`src/rtl/uart_alu_pkg.sv`:
```
// Shared constants and types for the UART command processor.
// Latency: n/a (declarations only).
// Backpressure: n/a (declarations only).
package uart_alu_pkg;

    localparam logic [7:0] OP_ECHO   = 8'hEC;
    localparam logic [7:0] OP_ADD32  = 8'hAD;
    localparam int         HDR_BYTES = 4;

    typedef enum logic [2:0] {
        ST_OPCODE,
        ST_RSVD,
        ST_LEN_LO,
        ST_LEN_HI,
        ST_PAYLOAD,
        ST_RESULT
    } parse_state_t;

    typedef enum logic [1:0] {
        RX_IDLE,
        RX_START,
        RX_DATA,
        RX_STOP
    } rx_state_t;

    // Payload byte count from the total packet length; short lengths mean no payload.
    function automatic logic [15:0] payload_len(input logic [15:0] total);
        return (total > 16'(HDR_BYTES)) ? (total - 16'(HDR_BYTES)) : 16'd0;
    endfunction

endpackage

```
`src/rtl/uart_rx_byte.sv`:
```
// 8N1 UART receiver: 2-flop sync, start-edge detect, mid-bit sampling, framing check.
// Latency: vld_o strobes one clock after the stop-bit midpoint sample.
// Backpressure: none; bytes must be consumed on the strobe, framing errors are dropped.
// Ports: clk_i/reset_i (sync, active-high), prescale (clocks per 1/8 bit),
//        rxd_i (async serial in, idle high), data_o/vld_o (received byte + 1-cycle strobe).
module uart_rx_byte (
    input  logic        clk_i,
    input  logic        reset_i,
    input  logic [15:0] prescale,
    input  logic        rxd_i,
    output logic [7:0]  data_o,
    output logic        vld_o
);
    import uart_alu_pkg::*;

    logic        sync1_q, sync1_d;
    logic        sync2_q, sync2_d;
    logic        prev_q, prev_d;
    rx_state_t   state_q, state_d;
    logic [18:0] cnt_q, cnt_d;
    logic [2:0]  bit_idx_q, bit_idx_d;
    logic [7:0]  data_q, data_d;
    logic        vld_q, vld_d;

    logic [18:0] bit_time;
    logic [18:0] half_bit;

    assign bit_time = {prescale, 3'b000};
    assign half_bit = {1'b0, prescale, 2'b00};

    always_comb begin
        sync1_d   = rxd_i;
        sync2_d   = sync1_q;
        prev_d    = sync2_q;
        state_d   = state_q;
        cnt_d     = cnt_q;
        bit_idx_d = bit_idx_q;
        data_d    = data_q;
        vld_d     = 1'b0;
        case (state_q)
            RX_IDLE: begin
                // Falling edge only, so a line held low after a bad stop bit is not a new start.
                if (prev_q && !sync2_q) begin
                    state_d = RX_START;
                    cnt_d   = half_bit - 19'd1;
                end
            end
            RX_START: begin
                if (cnt_q != 19'd0) begin
                    cnt_d = cnt_q - 19'd1;
                end else if (!sync2_q) begin
                    state_d   = RX_DATA;
                    cnt_d     = bit_time - 19'd1;
                    bit_idx_d = 3'd0;
                end else begin
                    // Glitch: line back high at start-bit midpoint.
                    state_d = RX_IDLE;
                end
            end
            RX_DATA: begin
                if (cnt_q != 19'd0) begin
                    cnt_d = cnt_q - 19'd1;
                end else begin
                    data_d    = {sync2_q, data_q[7:1]};
                    cnt_d     = bit_time - 19'd1;
                    bit_idx_d = bit_idx_q + 3'd1;
                    if (bit_idx_q == 3'd7) begin
                        state_d = RX_STOP;
                    end
                end
            end
            RX_STOP: begin
                if (cnt_q != 19'd0) begin
                    cnt_d = cnt_q - 19'd1;
                end else begin
                    vld_d   = sync2_q;
                    state_d = RX_IDLE;
                end
            end
            default: state_d = RX_IDLE;
        endcase
    end

    always_ff @(posedge clk_i) begin
        if (reset_i) begin
            sync1_q   <= 1'b1;
            sync2_q   <= 1'b1;
            prev_q    <= 1'b1;
            state_q   <= RX_IDLE;
            cnt_q     <= '0;
            bit_idx_q <= '0;
            data_q    <= '0;
            vld_q     <= 1'b0;
        end else begin
            sync1_q   <= sync1_d;
            sync2_q   <= sync2_d;
            prev_q    <= prev_d;
            state_q   <= state_d;
            cnt_q     <= cnt_d;
            bit_idx_q <= bit_idx_d;
            data_q    <= data_d;
            vld_q     <= vld_d;
        end
    end

    assign data_o = data_q;
    assign vld_o  = vld_q;

endmodule

```
`src/rtl/uart_tx.sv`:
```
// 8N1 UART transmitter with an AXI-Stream byte input.
// Latency: start bit drives one clock after the tvalid/tready handshake.
// Backpressure: tready high when idle and in the last clock of the stop bit (no inter-frame gap).
// Ports: clk_i/reset_i (sync, active-high), s_axis_tdata/tvalid/tready (byte in),
//        txd_o (serial out, idle high), prescale (clocks per 1/8 bit).
module uart_tx (
    input  logic        clk_i,
    input  logic        reset_i,
    input  logic [7:0]  s_axis_tdata,
    input  logic        s_axis_tvalid,
    output logic        s_axis_tready,
    output logic        txd_o,
    input  logic [15:0] prescale
);
    logic        busy_q, busy_d;
    logic        tx_q, tx_d;
    logic [8:0]  shift_q, shift_d;
    logic [3:0]  bits_left_q, bits_left_d;
    logic [18:0] cnt_q, cnt_d;

    logic [18:0] bit_time;
    logic        frame_end;

    assign bit_time  = {prescale, 3'b000};
    assign frame_end = busy_q && (cnt_q == 19'd0) && (bits_left_q == 4'd0);
    assign s_axis_tready = !busy_q || frame_end;

    always_comb begin
        busy_d      = busy_q;
        tx_d        = tx_q;
        shift_d     = shift_q;
        bits_left_d = bits_left_q;
        cnt_d       = cnt_q;
        if (s_axis_tvalid && s_axis_tready) begin
            busy_d      = 1'b1;
            tx_d        = 1'b0;
            shift_d     = {1'b1, s_axis_tdata};
            bits_left_d = 4'd9;
            cnt_d       = bit_time - 19'd1;
        end else if (busy_q) begin
            if (cnt_q != 19'd0) begin
                cnt_d = cnt_q - 19'd1;
            end else if (bits_left_q == 4'd0) begin
                busy_d = 1'b0;
            end else begin
                tx_d        = shift_q[0];
                shift_d     = {1'b1, shift_q[8:1]};
                bits_left_d = bits_left_q - 4'd1;
                cnt_d       = bit_time - 19'd1;
            end
        end
    end

    always_ff @(posedge clk_i) begin
        if (reset_i) begin
            busy_q      <= 1'b0;
            tx_q        <= 1'b1;
            shift_q     <= '1;
            bits_left_q <= '0;
            cnt_q       <= '0;
        end else begin
            busy_q      <= busy_d;
            tx_q        <= tx_d;
            shift_q     <= shift_d;
            bits_left_q <= bits_left_d;
            cnt_q       <= cnt_d;
        end
    end

    assign txd_o = tx_q;

endmodule

```
`src/rtl/uart_alu_top.sv`:
```
// UART command processor: parses length-prefixed packets, echoes or adds 32-bit operands.
// Latency: echo start bit 2 clocks after RX strobe; add32 result start bit 3 clocks after last byte.
// Backpressure: 4-byte TX FIFO drops pushes when full; add32 result waits for an empty FIFO
// while incoming RX bytes are dropped.
// Ports: clk_i (system clock), reset_i (sync, active-high), RX_i (serial in), TX_o (serial out).
module uart_alu_top #(
    parameter int CLK_FREQ_HZ = 31_500_000,
    parameter int BAUD_RATE   = 9600,
    parameter int PRESCALE    = CLK_FREQ_HZ / (BAUD_RATE * 8)
) (
    input  logic clk_i,
    input  logic reset_i,
    input  logic RX_i,
    output logic TX_o
);
    import uart_alu_pkg::*;

    localparam logic [15:0] PRESCALE_W = 16'(PRESCALE);

    logic [7:0] rx_dat;
    logic       rx_vld;
    logic [7:0] tx_dat;
    logic       tx_vld;
    logic       tx_rdy;

    parse_state_t state_q, state_d;
    logic [7:0]   opcode_q, opcode_d;
    logic [7:0]   len_lo_q, len_lo_d;
    logic [15:0]  pay_cnt_q, pay_cnt_d;
    logic [31:0]  acc_q, acc_d;
    logic [23:0]  word_q, word_d;
    logic [1:0]   byte_idx_q, byte_idx_d;

    logic [7:0]   fifo_mem_q [4];
    logic [7:0]   fifo_mem_d [4];
    logic [1:0]   wr_ptr_q, wr_ptr_d;
    logic [1:0]   rd_ptr_q, rd_ptr_d;
    logic [2:0]   fifo_cnt_q, fifo_cnt_d;

    logic         fifo_empty;
    logic         fifo_full;
    logic         pop;
    logic         push;
    logic         push_ok;
    logic         result_wr;
    logic [15:0]  pay_len;

    uart_rx_byte u_rx (
        .clk_i    (clk_i),
        .reset_i  (reset_i),
        .prescale (PRESCALE_W),
        .rxd_i    (RX_i),
        .data_o   (rx_dat),
        .vld_o    (rx_vld)
    );

    uart_tx u_tx (
        .clk_i         (clk_i),
        .reset_i       (reset_i),
        .s_axis_tdata  (tx_dat),
        .s_axis_tvalid (tx_vld),
        .s_axis_tready (tx_rdy),
        .txd_o         (TX_o),
        .prescale      (PRESCALE_W)
    );

    assign fifo_empty = (fifo_cnt_q == 3'd0);
    assign fifo_full  = (fifo_cnt_q == 3'd4);
    assign tx_vld     = !fifo_empty;
    assign tx_dat     = fifo_mem_q[rd_ptr_q];
    assign pop        = tx_vld && tx_rdy;
    assign pay_len    = payload_len({rx_dat, len_lo_q});

    // Packet parser and accumulator.
    always_comb begin
        state_d    = state_q;
        opcode_d   = opcode_q;
        len_lo_d   = len_lo_q;
        pay_cnt_d  = pay_cnt_q;
        acc_d      = acc_q;
        word_d     = word_q;
        byte_idx_d = byte_idx_q;
        push       = 1'b0;
        result_wr  = 1'b0;
        case (state_q)
            ST_OPCODE: begin
                if (rx_vld) begin
                    opcode_d   = rx_dat;
                    acc_d      = '0;
                    byte_idx_d = '0;
                    state_d    = ST_RSVD;
                end
            end
            ST_RSVD: begin
                if (rx_vld) begin
                    state_d = ST_LEN_LO;
                end
            end
            ST_LEN_LO: begin
                if (rx_vld) begin
                    len_lo_d = rx_dat;
                    state_d  = ST_LEN_HI;
                end
            end
            ST_LEN_HI: begin
                if (rx_vld) begin
                    pay_cnt_d = pay_len;
                    if (pay_len != 16'd0) begin
                        state_d = ST_PAYLOAD;
                    end else if (opcode_q == OP_ADD32) begin
                        state_d = ST_RESULT;
                    end else begin
                        state_d = ST_OPCODE;
                    end
                end
            end
            ST_PAYLOAD: begin
                if (rx_vld) begin
                    pay_cnt_d = pay_cnt_q - 16'd1;
                    if (opcode_q == OP_ECHO) begin
                        push = 1'b1;
                    end
                    if (opcode_q == OP_ADD32) begin
                        byte_idx_d = byte_idx_q + 2'd1;
                        // Bytes 0..2 park in word_q; byte 3 completes the operand.
                        case (byte_idx_q)
                            2'd0:    word_d[7:0]   = rx_dat;
                            2'd1:    word_d[15:8]  = rx_dat;
                            2'd2:    word_d[23:16] = rx_dat;
                            default: acc_d = acc_q + {rx_dat, word_q};
                        endcase
                    end
                    if (pay_cnt_q == 16'd1) begin
                        state_d = (opcode_q == OP_ADD32) ? ST_RESULT : ST_OPCODE;
                    end
                end
            end
            ST_RESULT: begin
                // Whole sum goes in at once, so only an empty FIFO can take it.
                if (fifo_empty) begin
                    result_wr = 1'b1;
                    state_d   = ST_OPCODE;
                end
            end
            default: state_d = ST_OPCODE;
        endcase
    end

    // TX FIFO. A push into a full FIFO succeeds only when the same cycle pops.
    always_comb begin
        fifo_mem_d = fifo_mem_q;
        wr_ptr_d   = wr_ptr_q;
        rd_ptr_d   = rd_ptr_q;
        push_ok    = push && (!fifo_full || pop);
        if (result_wr) begin
            for (int i = 0; i < 4; i++) begin
                fifo_mem_d[wr_ptr_q + 2'(i)] = acc_q[8*i +: 8];
            end
        end
        if (push_ok) begin
            fifo_mem_d[wr_ptr_q] = rx_dat;
            wr_ptr_d             = wr_ptr_q + 2'd1;
        end
        if (pop) begin
            rd_ptr_d = rd_ptr_q + 2'd1;
        end
        if (result_wr) begin
            fifo_cnt_d = 3'd4;
        end else begin
            fifo_cnt_d = fifo_cnt_q + {2'b00, push_ok} - {2'b00, pop};
        end
    end

    always_ff @(posedge clk_i) begin
        if (reset_i) begin
            state_q    <= ST_OPCODE;
            opcode_q   <= '0;
            len_lo_q   <= '0;
            pay_cnt_q  <= '0;
            acc_q      <= '0;
            word_q     <= '0;
            byte_idx_q <= '0;
            fifo_mem_q <= '{default: '0};
            wr_ptr_q   <= '0;
            rd_ptr_q   <= '0;
            fifo_cnt_q <= '0;
        end else begin
            state_q    <= state_d;
            opcode_q   <= opcode_d;
            len_lo_q   <= len_lo_d;
            pay_cnt_q  <= pay_cnt_d;
            acc_q      <= acc_d;
            word_q     <= word_d;
            byte_idx_q <= byte_idx_d;
            fifo_mem_q <= fifo_mem_d;
            wr_ptr_q   <= wr_ptr_d;
            rd_ptr_q   <= rd_ptr_d;
            fifo_cnt_q <= fifo_cnt_d;
        end
    end

endmodule

```
`config.mk`:
```
export PLATFORM = sky130hd
export DESIGN_NAME = uart_alu_top
export DESIGN_NICKNAME = d
export VERILOG_FILES = /design/src/rtl/uart_alu_pkg.sv /design/src/rtl/uart_rx_byte.sv /design/src/rtl/uart_tx.sv /design/src/rtl/uart_alu_top.sv
export SDC_FILE = /design/constraint.sdc
export NUM_CORES = 1
export LEC_CHECK = 0
export BUFFER_PORTS_ARGS = -buffer_cell sky130_fd_sc_hd__buf_4
export CORE_MARGIN = 2
export CORE_UTILIZATION = 55
export DETAILED_ROUTE_END_ITERATION = 12
export PLACE_DENSITY_LB_ADDON = 0.12
export SYNTH_ARGS = -nofsm -noshare
export SYNTH_HDL_FRONTEND = slang
export SYNTH_SLANG_ARGS = --single-unit
```
`constraint.sdc`:
```
create_clock -name clk_i -period 2.75 [get_ports clk_i]
set_input_delay 0.55 -clock clk_i [delete_from_list [all_inputs] [get_ports clk_i]]
set_output_delay 0.55 -clock clk_i [all_outputs]
set_load 0.01 [all_outputs]
```
==> results.md <==
- Period utilization: 0.978
- Worst Hold Path Cells: 2
- Cells after DPL: 1,926
- FILL cells: 2,040
- Pwr Density: 610 mW/mm^2
- Async set or reset register ratio after synthesis: 0
- Clock transition at the registers of the reported paths: 60 ps
- Setup TNS: 0 ps
- Global-route wire length before repair: 55,000 um
- Fin. Hold Viols: 0
- RSZ-0062 raised after global routing: true
- FMAX: 0.372 GHz
- Die Ht: 156 um
- Worst VDD drop: 0.000716 V
- TritonCTS buffer count: 24
- Commonest non-fill, non-tap cell in the layout: nor2_1
- Syn avg cell area: 7.75 sq um
- Worst R2R Path Depth: 9
- Vias per cell: 6.01
- CTS Sinks: 201
- Seq cells post-synth: 201
- Area of the multi-input gates: 0.00834 sq mm
- Total grt overflow: 0
- Slowest stage cell, crit path: or4_1
- Mux contribution to synthesized area: 0.0752
- DR iter-0 viols: 847
- Layout Cells excl Fill: 1,978
- CP Data Required Time: 3130 ps
- Die ar.: 0.0245 sq mm
- GPL Wtd Cong: 0.974
- Die W: 156 um
- Root buffer cell: clkbuf_16
- Min-Delay Path Class: in2reg
- Wire per inst: 17.3 um
- Final Core Density: 0.643
- Number of max-cap violations: 0
- Post-synthesis xor/xnor area fraction: 0.0370
- Worst Setup Start Kind: flop
- Total Nets Final: 1,734
- # hold bufs at CTS: 0
- Layout cells sized above 1: 0.158
- Vias: 11,885
- Number of top-level pins: 4
- Clock tree buffer depth: 3
- Most frequent CP cell: a21o_1
- Worst Setup SP: u_rx.data_o[0]
- Worst-Margin Slew: 767 ps
- DP HPWL: 24,000 um
- Synth top area share: 0.315
- Initial antenna violation count: 1
- IO Port Bufs: 3
- Pin count of the biggest net entering global routing: 74
- Critical path fanouts, max: 4
- Critical path depth: 9
- Adder-Cell Fraction of Synth Area: 0.0560
- CP peak stage delay: 520 ps
- Post-Synthesis Cells: 1,649
- Critical hold path startpoint: RX_i
- Largest family of logic cells by synthesized area: simple AND/OR/NAND/NOR gates
- Critical path arrival: 3060 ps
- Worst setup slack after placement: -167 ps
- Pwr Total: 8900 uW
- Netlist cell types: 79
- Post-Syn Nets: 1,708
- Post-synth top area cell: dfxtp_1
- Most frequent cells in the layout: nor2_1 (223), a21oi_1 (201), dfxtp_1 (196), nand2_1 (182), buf_4 (106)
- Buffer and inverter count on the worst path: 0
- H-tree depth: 1
- Register area share after synthesis: 0.315
- P_leak: 0.00559 uW
- Worst r2r src: u_rx.data_o[0]
- Crit-path leading delay family: compound AO/OA/AOI/OAI gates
- Most common flop cell mapped by yosys: dfxtp_1
- Clock Latency Late Sink: 510 ps
- Area contributors post-synth: dfxtp_1 (31%), a21oi_1 (7.9%), nor2_1 (6.6%)
- Final setup margin: 61.3 ps
- Final Setup Violations: 0
- Worst path cell trace: ha_1 -> a21o_1 -> a21o_1 -> a221o_1 -> a31o_2 -> and3_1 -> or4_1 -> mux2i_1 -> a21oi_1
- GRT Total Usage: 0.275
- TritonRoute pass-1 iters: 5
- CP Capture Type: flop
- Post-DRT Antenna Nets: 0
- Rows: 55
- Worst slew margin: 0.485
- Starting Density: 0.563
- Crit path kind: reg2reg
- Vias in the first global route: 10,971
- Post-synth EDFFs: 0
- P&R area growth vs syn: 14.2%
- Inserted Diodes: 0
- Drc violations: 0
- Complex-gate fraction of the synthesized area: 0.228
- WL final: 34,200 um
- Worst-case clock skew: 8.90 ps
- Final min period: 2690 ps
- Core area: 0.0227 sq mm
- Synth Area in Simple Gates: 0.240
- FF/Latch Area: 0.00403 sq mm
- Netlist Area Pre-Place: 0.0128 sq mm
- Max Slew Vio Count: 0
- Synth warn: 0
- Outcome: completed
- CTS tree: done
[worst paths after layout]
path                        to  slack, ps
hold / removal    u_rx.sync1_q        220
hold reg to reg    opcode_q[1]        460
setup reg to reg     acc_q[31]         60
setup / recovery     acc_q[31]         60
[through the flow]
step	instance area [sq um]	hold WS [ps]
floorplan	12800	389
global placement	13500	441
detailed placement	13500	435
CTS	14400	209
global route	14600	211
finish	14600	223
[power breakdown]
group / switching, uW / leakage, uW / total [uW] / internal (uW)
clock: 1270 / 0.000401 / 3230 / 1960
combinational: 1240 / 0.00356 / 2230 / 993
sequential: 272 / 0.00163 / 3440 / 3170
total: 2790 / 0.00559 / 8900 / 6110
[routing by layer]
metal  part of all wire  global-route usage  vias up
met1               0.46               0.368     5644
met4              0.021              0.0721        0
met2               0.47               0.466      278
met5                  0                   0        -
met3              0.049              0.0410       45
li1                   -                   -     5918
[cell usage after synthesis, drive strengths merged (3+ instances only)]
master	n
nand4	10
clkbuf	75
or2	9
dfxtp	201
o21ai	98
a31oi	5
or3b	3
inv	33
o21bai	7
a21oi	204
nand3	56
and3b	3
a22oi	15
mux4	8
nor3b	9
nand2b	9
nor4	23
mux2i	78
and3	9
nor2b	6
a31o	3
o31ai	7
or3	17
xor2	20
a21boi	7
a211oi	53
xnor2	34
o21a	6
a311oi	5
nor2	226
a21o	16
nand4b	4
and2	8
or4	9
ha	54
a211o	8
nand2	189
o22ai	4
a41oi	3
nor3	48
buf	39
[flip-flops by register name (all words and copies together), names as in the netlist, 4 cells and up, named ones only]
name,cells
u_rx.data_o,8
u_tx.bits_left_q,4
len_lo_q,8
u_tx.shift_q,8
acc_q,32
u_rx.cnt_q,19
opcode_q,8
fifo_mem_q,32
u_tx.cnt_q,19
pay_cnt_q,16
word_q,24
[cell type report]
| cell class | instances | area share |
|---|---|---|
| tap | 285 | 0.0244 |
| inverter | 33 | 0.00849 |
| clock buffer | 33 | 0.0477 |
| sequential | 201 | 0.276 |
| timing repair buffer | 114 | 0.0643 |
| clock inverter | 11 | 0.00763 |
| multi-input combinational | 1301 | 0.571 |
[repair_timing]
action	4_1_cts	5_1_grt
setup buffers	2	6
hold endpoints to repair	0	0
endpoints found under the setup margin	10	15
pin swaps	2	9
gates resized for setup	6	37
[kinds of logic after synthesis]
kind of cell,count (synthesis)
mux,86
fa+ha+maj,56
buf+inv,147
xor+xnor,54
simple gates,647
flops,201
compound gates,458
No activity file was read; power rests on OpenSTA's default activity.
